$ cat src/rtl/dot_product_engine.sv
// Dot-product accelerator: streams LANES element pairs per beat
// from scratchpad regions A/B, reduces them, writes one scalar to C.
package GPU_Shader_pkg;
  localparam int lanes     = 4;
  localparam int MEM_DEPTH = 64;
  typedef logic [15:0] word_t;
endpackage

module dot_product_engine #(
  parameter int LANES     = GPU_Shader_pkg::lanes,
  parameter int MEM_DEPTH = GPU_Shader_pkg::MEM_DEPTH,
  parameter int W         = $bits(GPU_Shader_pkg::word_t)
) (
  input  logic        clk,
  input  logic        rst_n,
  input  logic        start,
  input  logic [31:0] baseA,
  input  logic [31:0] baseB,
  input  logic [31:0] baseC,
  input  logic [31:0] length,
  output logic        busy,
  output logic        done,
  dot_product_engine_if.master mem
);
  localparam int ADDR_W = $clog2(MEM_DEPTH);

  typedef enum logic [1:0] {
    S_IDLE,
    S_RUN,
    S_WRITE,
    S_DONE
  } state_t;

  state_t            r_state;
  logic [ADDR_W-1:0] r_baseA;
  logic [ADDR_W-1:0] r_baseB;
  logic [ADDR_W-1:0] r_baseC;
  logic [7:0]        r_len;
  logic [7:0]        r_k;
  logic [W-1:0]      r_acc;
  logic              r_busy;
  logic              r_done;

  logic [LANES-1:0][31:0] w_idx;
  logic [LANES-1:0]       w_act;
  logic [LANES-1:0][W-1:0] w_prod;
  logic [W-1:0]           w_sum;
  logic                   w_last;
  logic                   w_unused;

  assign w_unused = ^{baseA[31:ADDR_W], baseB[31:ADDR_W],
                      baseC[31:ADDR_W], length[31:8]};

  assign w_last = ((32'(r_k) + 32'd1) * 32'(LANES))
                  >= 32'(r_len);

  // Lanes past the tail of the vector read address 0 and add nothing
  always_comb begin
    w_sum = '0;
    mem.mem_raddrA = '0;
    mem.mem_raddrB = '0;
    for (int l = 0; l < LANES; l++) begin
      w_idx[l]  = 32'(r_k) * 32'(LANES) + 32'(l);
      w_act[l]  = (r_state == S_RUN) &&
                  (w_idx[l] < 32'(r_len));
      w_prod[l] = '0;
      if (w_act[l]) begin
        mem.mem_raddrA[l] = r_baseA + w_idx[l][ADDR_W-1:0];
        mem.mem_raddrB[l] = r_baseB + w_idx[l][ADDR_W-1:0];
        w_prod[l] = mem.mem_rdataA[l] * mem.mem_rdataB[l];
      end
      w_sum = w_sum + w_prod[l];
    end
  end

  always_comb begin
    mem.mem_wen   = '0;
    mem.mem_waddr = '0;
    mem.mem_wdata = '0;
    if (r_state == S_WRITE) begin
      mem.mem_wen[0]   = 1'b1;
      mem.mem_waddr[0] = r_baseC;
      mem.mem_wdata[0] = r_acc;
    end
  end

  always_ff @(posedge clk or negedge rst_n) begin
    if (!rst_n) begin
      r_state <= S_IDLE;
      r_baseA <= '0;
      r_baseB <= '0;
      r_baseC <= '0;
      r_len   <= '0;
      r_k     <= '0;
      r_acc   <= '0;
      r_busy  <= 1'b0;
      r_done  <= 1'b0;
    end else begin
      unique case (r_state)
        S_IDLE: begin
          r_done <= 1'b0;
          if (start) begin
            r_baseA <= baseA[ADDR_W-1:0];
            r_baseB <= baseB[ADDR_W-1:0];
            r_baseC <= baseC[ADDR_W-1:0];
            r_len   <= length[7:0];
            r_k     <= '0;
            r_acc   <= '0;
            r_busy  <= 1'b1;
            r_state <= (length[7:0] != 8'd0) ? S_RUN
                                             : S_WRITE;
          end
        end
        S_RUN: begin
          r_acc <= r_acc + w_sum;
          if (w_last) begin
            r_state <= S_WRITE;
          end else begin
            r_k <= r_k + 8'd1;
          end
        end
        S_WRITE: begin
          r_busy  <= 1'b0;
          r_done  <= 1'b1;
          r_state <= S_DONE;
        end
        S_DONE: begin
          r_done  <= 1'b0;
          r_state <= S_IDLE;
        end
        default: begin
          r_busy  <= 1'b0;
          r_done  <= 1'b0;
          r_state <= S_IDLE;
        end
      endcase
    end
  end

  assign busy = r_busy;
  assign done = r_done;
endmodule
$ cat src/rtl/dot_product_engine_if.sv
// Scratchpad port bundle for the dot-product engine:
// per-lane read addresses/data plus per-lane write port.
interface dot_product_engine_if #(
  parameter int LANES  = 4,
  parameter int ADDR_W = 6,
  parameter int W      = 16
);
  logic [LANES-1:0][ADDR_W-1:0] mem_raddrA;
  logic [LANES-1:0][ADDR_W-1:0] mem_raddrB;
  logic [LANES-1:0][W-1:0]      mem_rdataA;
  logic [LANES-1:0][W-1:0]      mem_rdataB;
  logic [LANES-1:0]             mem_wen;
  logic [LANES-1:0][ADDR_W-1:0] mem_waddr;
  logic [LANES-1:0][W-1:0]      mem_wdata;

  modport master (
    output mem_raddrA, mem_raddrB,
    input  mem_rdataA, mem_rdataB,
    output mem_wen, mem_waddr, mem_wdata
  );

  modport slave (
    input  mem_raddrA, mem_raddrB,
    output mem_rdataA, mem_rdataB,
    input  mem_wen, mem_waddr, mem_wdata
  );
endinterface

$ cat src/flat_wrapper.sv
// flat-port wrapper written by rule: the top's interface ports become plain ports
module dot_product_engine_flat 
#(
  parameter int LANES     = GPU_Shader_pkg::lanes,
  parameter int MEM_DEPTH = GPU_Shader_pkg::MEM_DEPTH,
  parameter int W         = $bits(GPU_Shader_pkg::word_t)
)
  (clk, rst_n, start, baseA, baseB, baseC, length, busy, done, mem_mem_raddrA, mem_mem_raddrB, mem_mem_rdataA, mem_mem_rdataB, mem_mem_wen, mem_mem_waddr, mem_mem_wdata);
  dot_product_engine_if #(.LANES(LANES), .W(W)) mem_i ();
  input  logic clk;
  input  logic rst_n;
  input  logic start;
  input  logic [31:0] baseA;
  input  logic [31:0] baseB;
  input  logic [31:0] baseC;
  input  logic [31:0] length;
  output logic busy;
  output logic done;
  output wire logic [$bits(mem_i.mem_raddrA)-1:0] mem_mem_raddrA;
  output wire logic [$bits(mem_i.mem_raddrB)-1:0] mem_mem_raddrB;
  input wire logic [$bits(mem_i.mem_rdataA)-1:0] mem_mem_rdataA;
  input wire logic [$bits(mem_i.mem_rdataB)-1:0] mem_mem_rdataB;
  output wire logic [$bits(mem_i.mem_wen)-1:0] mem_mem_wen;
  output wire logic [$bits(mem_i.mem_waddr)-1:0] mem_mem_waddr;
  output wire logic [$bits(mem_i.mem_wdata)-1:0] mem_mem_wdata;
  assign mem_mem_raddrA = mem_i.mem_raddrA;
  assign mem_mem_raddrB = mem_i.mem_raddrB;
  assign mem_i.mem_rdataA = mem_mem_rdataA;
  assign mem_i.mem_rdataB = mem_mem_rdataB;
  assign mem_mem_wen = mem_i.mem_wen;
  assign mem_mem_waddr = mem_i.mem_waddr;
  assign mem_mem_wdata = mem_i.mem_wdata;
  dot_product_engine #(.LANES(LANES), .MEM_DEPTH(MEM_DEPTH), .W(W)) u_core (.clk(clk), .rst_n(rst_n), .start(start), .baseA(baseA), .baseB(baseB), .baseC(baseC), .length(length), .busy(busy), .done(done), .mem(mem_i));
endmodule
$ cat config.mk
export PLATFORM = sky130hd
export DESIGN_NAME = dot_product_engine_flat
export DESIGN_NICKNAME = d
export VERILOG_FILES = /design/src/rtl/dot_product_engine.sv /design/src/rtl/dot_product_engine_if.sv /design/src/flat_wrapper.sv
export SDC_FILE = /design/constraint.sdc
export NUM_CORES = 1
export LEC_CHECK = 0
export CAP_MARGIN = 20
export CORE_ASPECT_RATIO = 1.5
export CORE_MARGIN = 2
export CORE_UTILIZATION = 65
export DETAILED_ROUTE_END_ITERATION = 16
export DONT_BUFFER_PORTS = 1
export GPL_ROUTABILITY_DRIVEN = 0
export PLACE_DENSITY = 0.81
export SLEW_MARGIN = 20
export SYNTH_ARGS = -nofsm -noshare
export SYNTH_HDL_FRONTEND = slang
export SYNTH_SLANG_ARGS = --single-unit
$ cat constraint.sdc
create_clock -name clk -period 7.3 [get_ports clk]
set_input_delay 1.46 -clock clk [delete_from_list [all_inputs] [get_ports clk]]
set_output_delay 1.46 -clock clk [all_outputs]
set_load 0.02 [all_outputs]
# Word-level counts from Yosys, hierarchy flattened

Index checks and enable logic that the tools add are counted.

Register bits: 54
Bits in latches: 0
RAM bits: 0
ROM bits: 0
Input bits: 259
Output and inout port bits: 142
Word-level logic and storage cells: 83
Memories: 0

$add $sub $neg: 17
$mul: 4
Div/mod/pow operators: 0
Magnitude comparators: 5
Equal/unequal tests: 6
Shifts and indexed selects: 0
Mux-type cells: 27
Bitwise logic cells: 0
Reductions and logical operators: 15

Operators by type and width:

| kind                                                            | count |
|---|---|
| 32-bit by 8-bit less-than comparator with 1-bit output          | 3 |
| 16-bit 2-to-1 mux                                               | 6 |
| 16-bit adder                                                    | 4 |
| 16-bit by 16-bit multiplier with 16-bit output                  | 4 |
| 6-bit 2-to-1 mux                                                | 9 |
| 6-bit adder                                                     | 8 |
| 32-bit by 8-bit greater-or-equal comparator with 1-bit output   | 1 |
| 16-bit case mux with 2 select lines                             | 1 |
| 10-bit by 2-bit adder with 11-bit output, second input constant | 2 |
| 8-bit 2-to-1 mux                                                | 2 |
| 8-bit case mux with 2 select lines                              | 1 |
| 10-bit by 1-bit adder with 11-bit output, second input constant | 1 |
| 10-bit by 8-bit less-than comparator with 1-bit output          | 1 |
| 8-bit by 1-bit adder with 9-bit output, second input constant   | 1 |
| 8-bit by 1-bit adder with 8-bit output, second input constant   | 1 |
| 2-bit case mux with 4 select lines                              | 1 |
| 2-bit AND reduction                                             | 4 |
| 8-bit nonzero test                                              | 1 |
| 2-bit 2-to-1 mux                                                | 3 |
| 2-bit nonzero test                                              | 3 |
| 2-bit equality test, second input constant                      | 2 |
| 1-bit logical AND                                               | 4 |
| 2-bit != test, second input constant                            | 2 |
| 1-bit case mux with 2 select lines                              | 2 |
| other kinds (6)                                                 | 7 |

# Logic depth before layout (Yosys ltp)

Word-level depth: 9
Depth in mapped cells: 34

# Least setup slack after synthesis

Ideal clock, no wire load.

Kind: input to register
From: input port mem_mem_rdataA[3]
To: register u_core.r_acc[15]
Data arrival time: 8816 ps
Data required time: 7224 ps
Slack: -1592 ps
Stages: 30
Path buffers: 1
Path through: clkbuf_1 and2_1 fa_1 inv_1 fa_1 inv_1 ha_1 fa_1 fa_1 inv_1 fa_1 inv_1 ha_1 a21oi_1 a21bo_2 a21oi_1 or2_1 a21oi_1 fa_1 fa_1 inv_1 fa_1 inv_1 ha_1 or2_2 a21oi_1 a31oi_1 a31oi_1 xnor3_1 o21ai_1

Cells in the longest elaborated chain, start to end: 7

Ends and longest elaborated chain:

| item                                           | RTL line                  | text |
|---|---|---|
| from (decl)                                    | flat_wrapper.sv:21        | `input wire logic [$bits(mem_i.mem_rdataA)-1:0] mem_mem_rdataA;` |
| 16-bit by 16-bit multiplier with 16-bit output | dot_product_engine.sv:70  | `w_prod[l] = mem.mem_rdataA[l] * mem.mem_rdataB[l];` |
| 16-bit 2-to-1 mux                              | dot_product_engine.sv:67  | `if (w_act[l]) begin` |
| 16-bit adder (3 in a row)                      | dot_product_engine.sv:72  | `w_sum = w_sum + w_prod[l];` |
| 16-bit adder                                   | dot_product_engine.sv:115 | `r_acc <= r_acc + w_sum;` |
| 16-bit case mux with 2 select lines            | dot_product_engine.sv:99  | `unique case (r_state)` |
| to (signal assigned)                           | dot_product_engine.sv:115 |  |
| to (decl)                                      | dot_product_engine.sv:40  | `logic [W-1:0] r_acc;` |

Every way passes these cells.
A chain may end at the register's enable or synchronous reset.

# Worst setup path in the final report

From: input port mem_mem_rdataB[17]
To: register u_core.r_acc[15]

Cells in the longest elaborated chain, start to end: 7

Ends and longest elaborated chain:

| item                                           | RTL line                  | text |
|---|---|---|
| from (decl)                                    | flat_wrapper.sv:22        | `input wire logic [$bits(mem_i.mem_rdataB)-1:0] mem_mem_rdataB;` |
| 16-bit by 16-bit multiplier with 16-bit output | dot_product_engine.sv:70  |  |
| 16-bit 2-to-1 mux                              | dot_product_engine.sv:67  |  |
| 16-bit adder (3 in a row)                      | dot_product_engine.sv:72  |  |
| 16-bit adder                                   | dot_product_engine.sv:115 |  |
| 16-bit case mux with 2 select lines            | dot_product_engine.sv:99  |  |

Every way passes these cells.

==> Flow_metrics.wiki <==
{| class="wikitable"
! Metric !! Value
|-
| Post-synthesis instance area || approximately 22,000 sq um
|-
| Via count of the routed design || approximately 17,000
|-
| Yosys Warn Count || 0
|-
| Outcome || finished, violations left
|-
| Number of enable-type register cells in the synthesized netlist || 0
|-
| Unrepaired setup endpoints after global routing || yes
|-
| Maximum fanout encountered on the critical timing path || 15
|-
| Starting utilization of the core area || 66.0%
|-
| Worst path required time || about 7.5 ns
|-
| DIE HEIGHT || 229 um
|-
| Post-synthesis mux area share || roughly 1.4%
|-
| Post-route clock period utilization || 113%
|-
| Fin Clk Skew || about 0.013 ns
|-
| TritonCTS clock tree || done
|-
| Sequential-to-total area share from yosys stat || 6.14%
|-
| CTS root buf || clkbuf_16
|-
| Worst R2R Path Depth || 26
|-
| Layout cell share with drive strength beyond 1 || approximately an eighth
|-
| Type of element launching the critical path || input pin
|-
| Violations in the final reports || setup timing
|-
| Horizontal die dimension || roughly 150 um
|-
| I/O Buffers || 0
|-
| Final setup violation count || 8
|-
| Most used cells in the layout excluding fill and tap cells || 504 x inv_1, 359 x fa_1, 306 x and2_1
|-
| Die Area || 35,400 sq um
|-
| Remaining global-route overflow || 0
|-
| Maximum buffer depth of the clock tree || 2
|-
| Synth Area in Compound Gates || roughly 5.2%
|-
| Count of hold buffers inserted by post-cts repair || 0
|-
| Worst-case hold slack || between 0.4 and 0.5 ns
|-
| Count of final hold-check violations || 0
|-
| Share of async-settable or async-resettable flops after synthesis || between 90% and 100%
|-
| Via count of the first global-routing pass || between 15,000 and 20,000
|-
| Worst hold stages || 1
|-
| Worst slew pin tran || approximately 0.73 ns
|-
| Adder-cell share of the synthesized area || between 40% and 50%
|-
| Detailed-route wire length per cell || roughly 18 um
|-
| Xor and xnor fraction of the mapped netlist area || approximately 8%
|-
| Fmax || 0.121 GHz
|-
| Antenna violations before repair || 1
|-
| Half-perimeter wire length after detailed placement || ~45,000 um
|-
| Skew-Pair Late Insertion Delay || 0.30 ns
|-
| Post-route core utilization || 71.6%
|-
| Initial DRT Pass Iterations || 5
|-
| DRC violations left || 0
|-
| Cell count after synthesis || around 2,600
|-
| Std cell rows || between 80 and 90
|-
| Layout Nets || roughly 3,500
|-
| Most common cell after layout, fill and taps aside || inv_1
|-
| Number of design-rule violations left by the first detailed-router iteration || between 900 and 1,000
|-
| Number of max-slew violations in the final report || 0
|-
| Setup Crit Path Kind || input pin to register
|-
| Count of max-cap constraint violations || 0
|-
| Antenna-violating nets left || 0
|-
| H-Tree Depth || 2
|-
| Yosys reg bits || 54
|-
| Area grow syn2layout || 8.55%
|-
| Clock Pin Slew Worst Setup and Hold Paths || 0.07 ns
|-
| Global-route wire length before repair || 90,100 um
|-
| Worst path most repeated cell || fa_1
|-
| Distinct cells, synth || 67
|-
| Slowest Stage Delay on Critical Path || approximately 0.57 ns
|-
| Sum Neg Setup Slack || -4.50 ns
|-
| Total placed cells including tap cells || between 3,000 and 4,000
|-
| Maximum number of pins on one net before global-route repair || 55
|-
| Clock Sink Count || 54
|-
| Path type of the worst min-delay path || register to register
|-
| Ys flop type || dfrtp_1
|-
| Number of clock buffers inserted by TritonCTS || 5
|-
| Core area || around 33,000 sq um
|-
| Worst path arrival time || 8.48 ns
|-
| Area share of and/or/nand/nor cells after synthesis || between 10% and 20%
|-
| Cell at the slowest stage of the critical path || fa_1
|-
| Worst slew margin || between 50% and 60%
|-
| Non-filler cells in the finished layout || roughly 3,000
|-
| CP endpoint kind || register
|-
| Number of top-level pins || about 400
|-
| Post-detailed-routing wire length || ~54,000 um
|-
| Setup slack of the critical path after layout || -0.954 ns
|-
| Period minus WS final || around 8.3 ns
|-
| Post-synthesis average cell area || 8.54 sq um
|-
| GRT Overall Usage || between 30% and 40%
|-
| Vias per cell || 5.62
|-
| Largest family of logic cells by synthesized area || adder cells
|}
[Yosys cell counts, drive strengths merged, types with 52 or more instances]
cell type	number	area, sq um
nand2	297	1140
inv	553	2080
buf	80	581
and2	330	2070
fa	368	7370
xnor2	130	1180
xor2	52	455
clkbuf	69	260
ha	244	3050
a21oi	62	318
nor2	100	375
dfrtp	54	1350
[critical path, delay by kind of cell]
| kind | cells | cell delay, ns |
|---|---|---|
| compound gates | 6 | 0.77 |
| xor+xnor | 2 | 0.47 |
| fa+ha+maj | 11 | 4.86 |
| buf+inv | 6 | 0.30 |
| simple gates | 4 | 0.59 |
[logic make-up (layout without fill, tap and decap cells)]
logic type / Yosys count / in the layout
AND/OR/NAND/NOR: 808 / 808
buffers and inverters: 703 / 674
adder cells (fa/ha/maj): 612 / 612
XOR/XNOR: 188 / 188
AO/OA/AOI/OAI: 183 / 183
flip-flops: 54 / 54
multiplexers: 28 / 28
other: 1 / 71
[registers in the layout, indices dropped and copies added, names as in the netlist]
register,count
u_core.r_acc,16
u_core.r_k,8
u_core.done,1
u_core.r_len,8
u_core.r_state,2
u_core.r_baseB,6
u_core.r_baseA,6
u_core.r_baseC,6
u_core.busy,1
[per-layer routing]
metal	routed length [um]	vias to the layer above	global-route usage, %
li1	-	7643	-
met1	19700	8555	36.3
met2	28400	694	57.9
met3	3010	196	3.44
met4	2720	0	13.7
met5	0	-	0
[final cells by class]
cell class	count	area, sq um
Inverter	554	2080
Multi-Input combinational cell	1888	18900
Timing Repair Buffer	113	878
Fill cell	2443	9450
Clock buffer	6	139
Antenna cell	2	5.00
Clock inverter	1	30.0
Tap cell	420	526
Sequential cell	54	1350
[what timing repair did]
| item | 4_1_cts | 5_1_grt |
|---|---|---|
| setup buffers | 5 | 4 |
| endpoints found under the setup margin | 8 | 8 |
| resized for setup | 44 | 54 |
| pin swaps | 65 | 66 |
[worst paths after layout]
check | start | to | slack [ns]
min in group asynchronous | rst_n | u_core.r_acc[7]$_DFFE_PN0P_ | 0.85
worst max-delay path | mem_mem_rdataB[17] | u_core.r_acc[15]$_DFFE_PN0P_ | -0.95
worst min-delay path | u_core.r_len[6]$_DFFE_PN0P_ | u_core.r_len[6]$_DFFE_PN0P_ | 0.49
max in group asynchronous | rst_n | u_core.r_baseB[0]$_DFFE_PN0P_ | 6.34
worst min register to register | u_core.r_len[6]$_DFFE_PN0P_ | u_core.r_len[6]$_DFFE_PN0P_ | 0.49
worst max register to register | u_core.r_state[1]$_DFFE_PN0P_ | u_core.r_acc[10]$_DFFE_PN0P_ | 0.75
[stage by stage]
stage / area (sq um) / worst slack (ns)
after CTS: 23700 / -0.878
final: 23900 / -0.954
after global routing: 23900 / -1.23
after global placement: 23300 / -1.25
after floorplan: 23100 / -0.962
after detailed placement: 23300 / -1.27
Power is left out: the tool's default activity adds up to more than one toggle a clock period on the data nets, which glitch-free logic cannot reach.
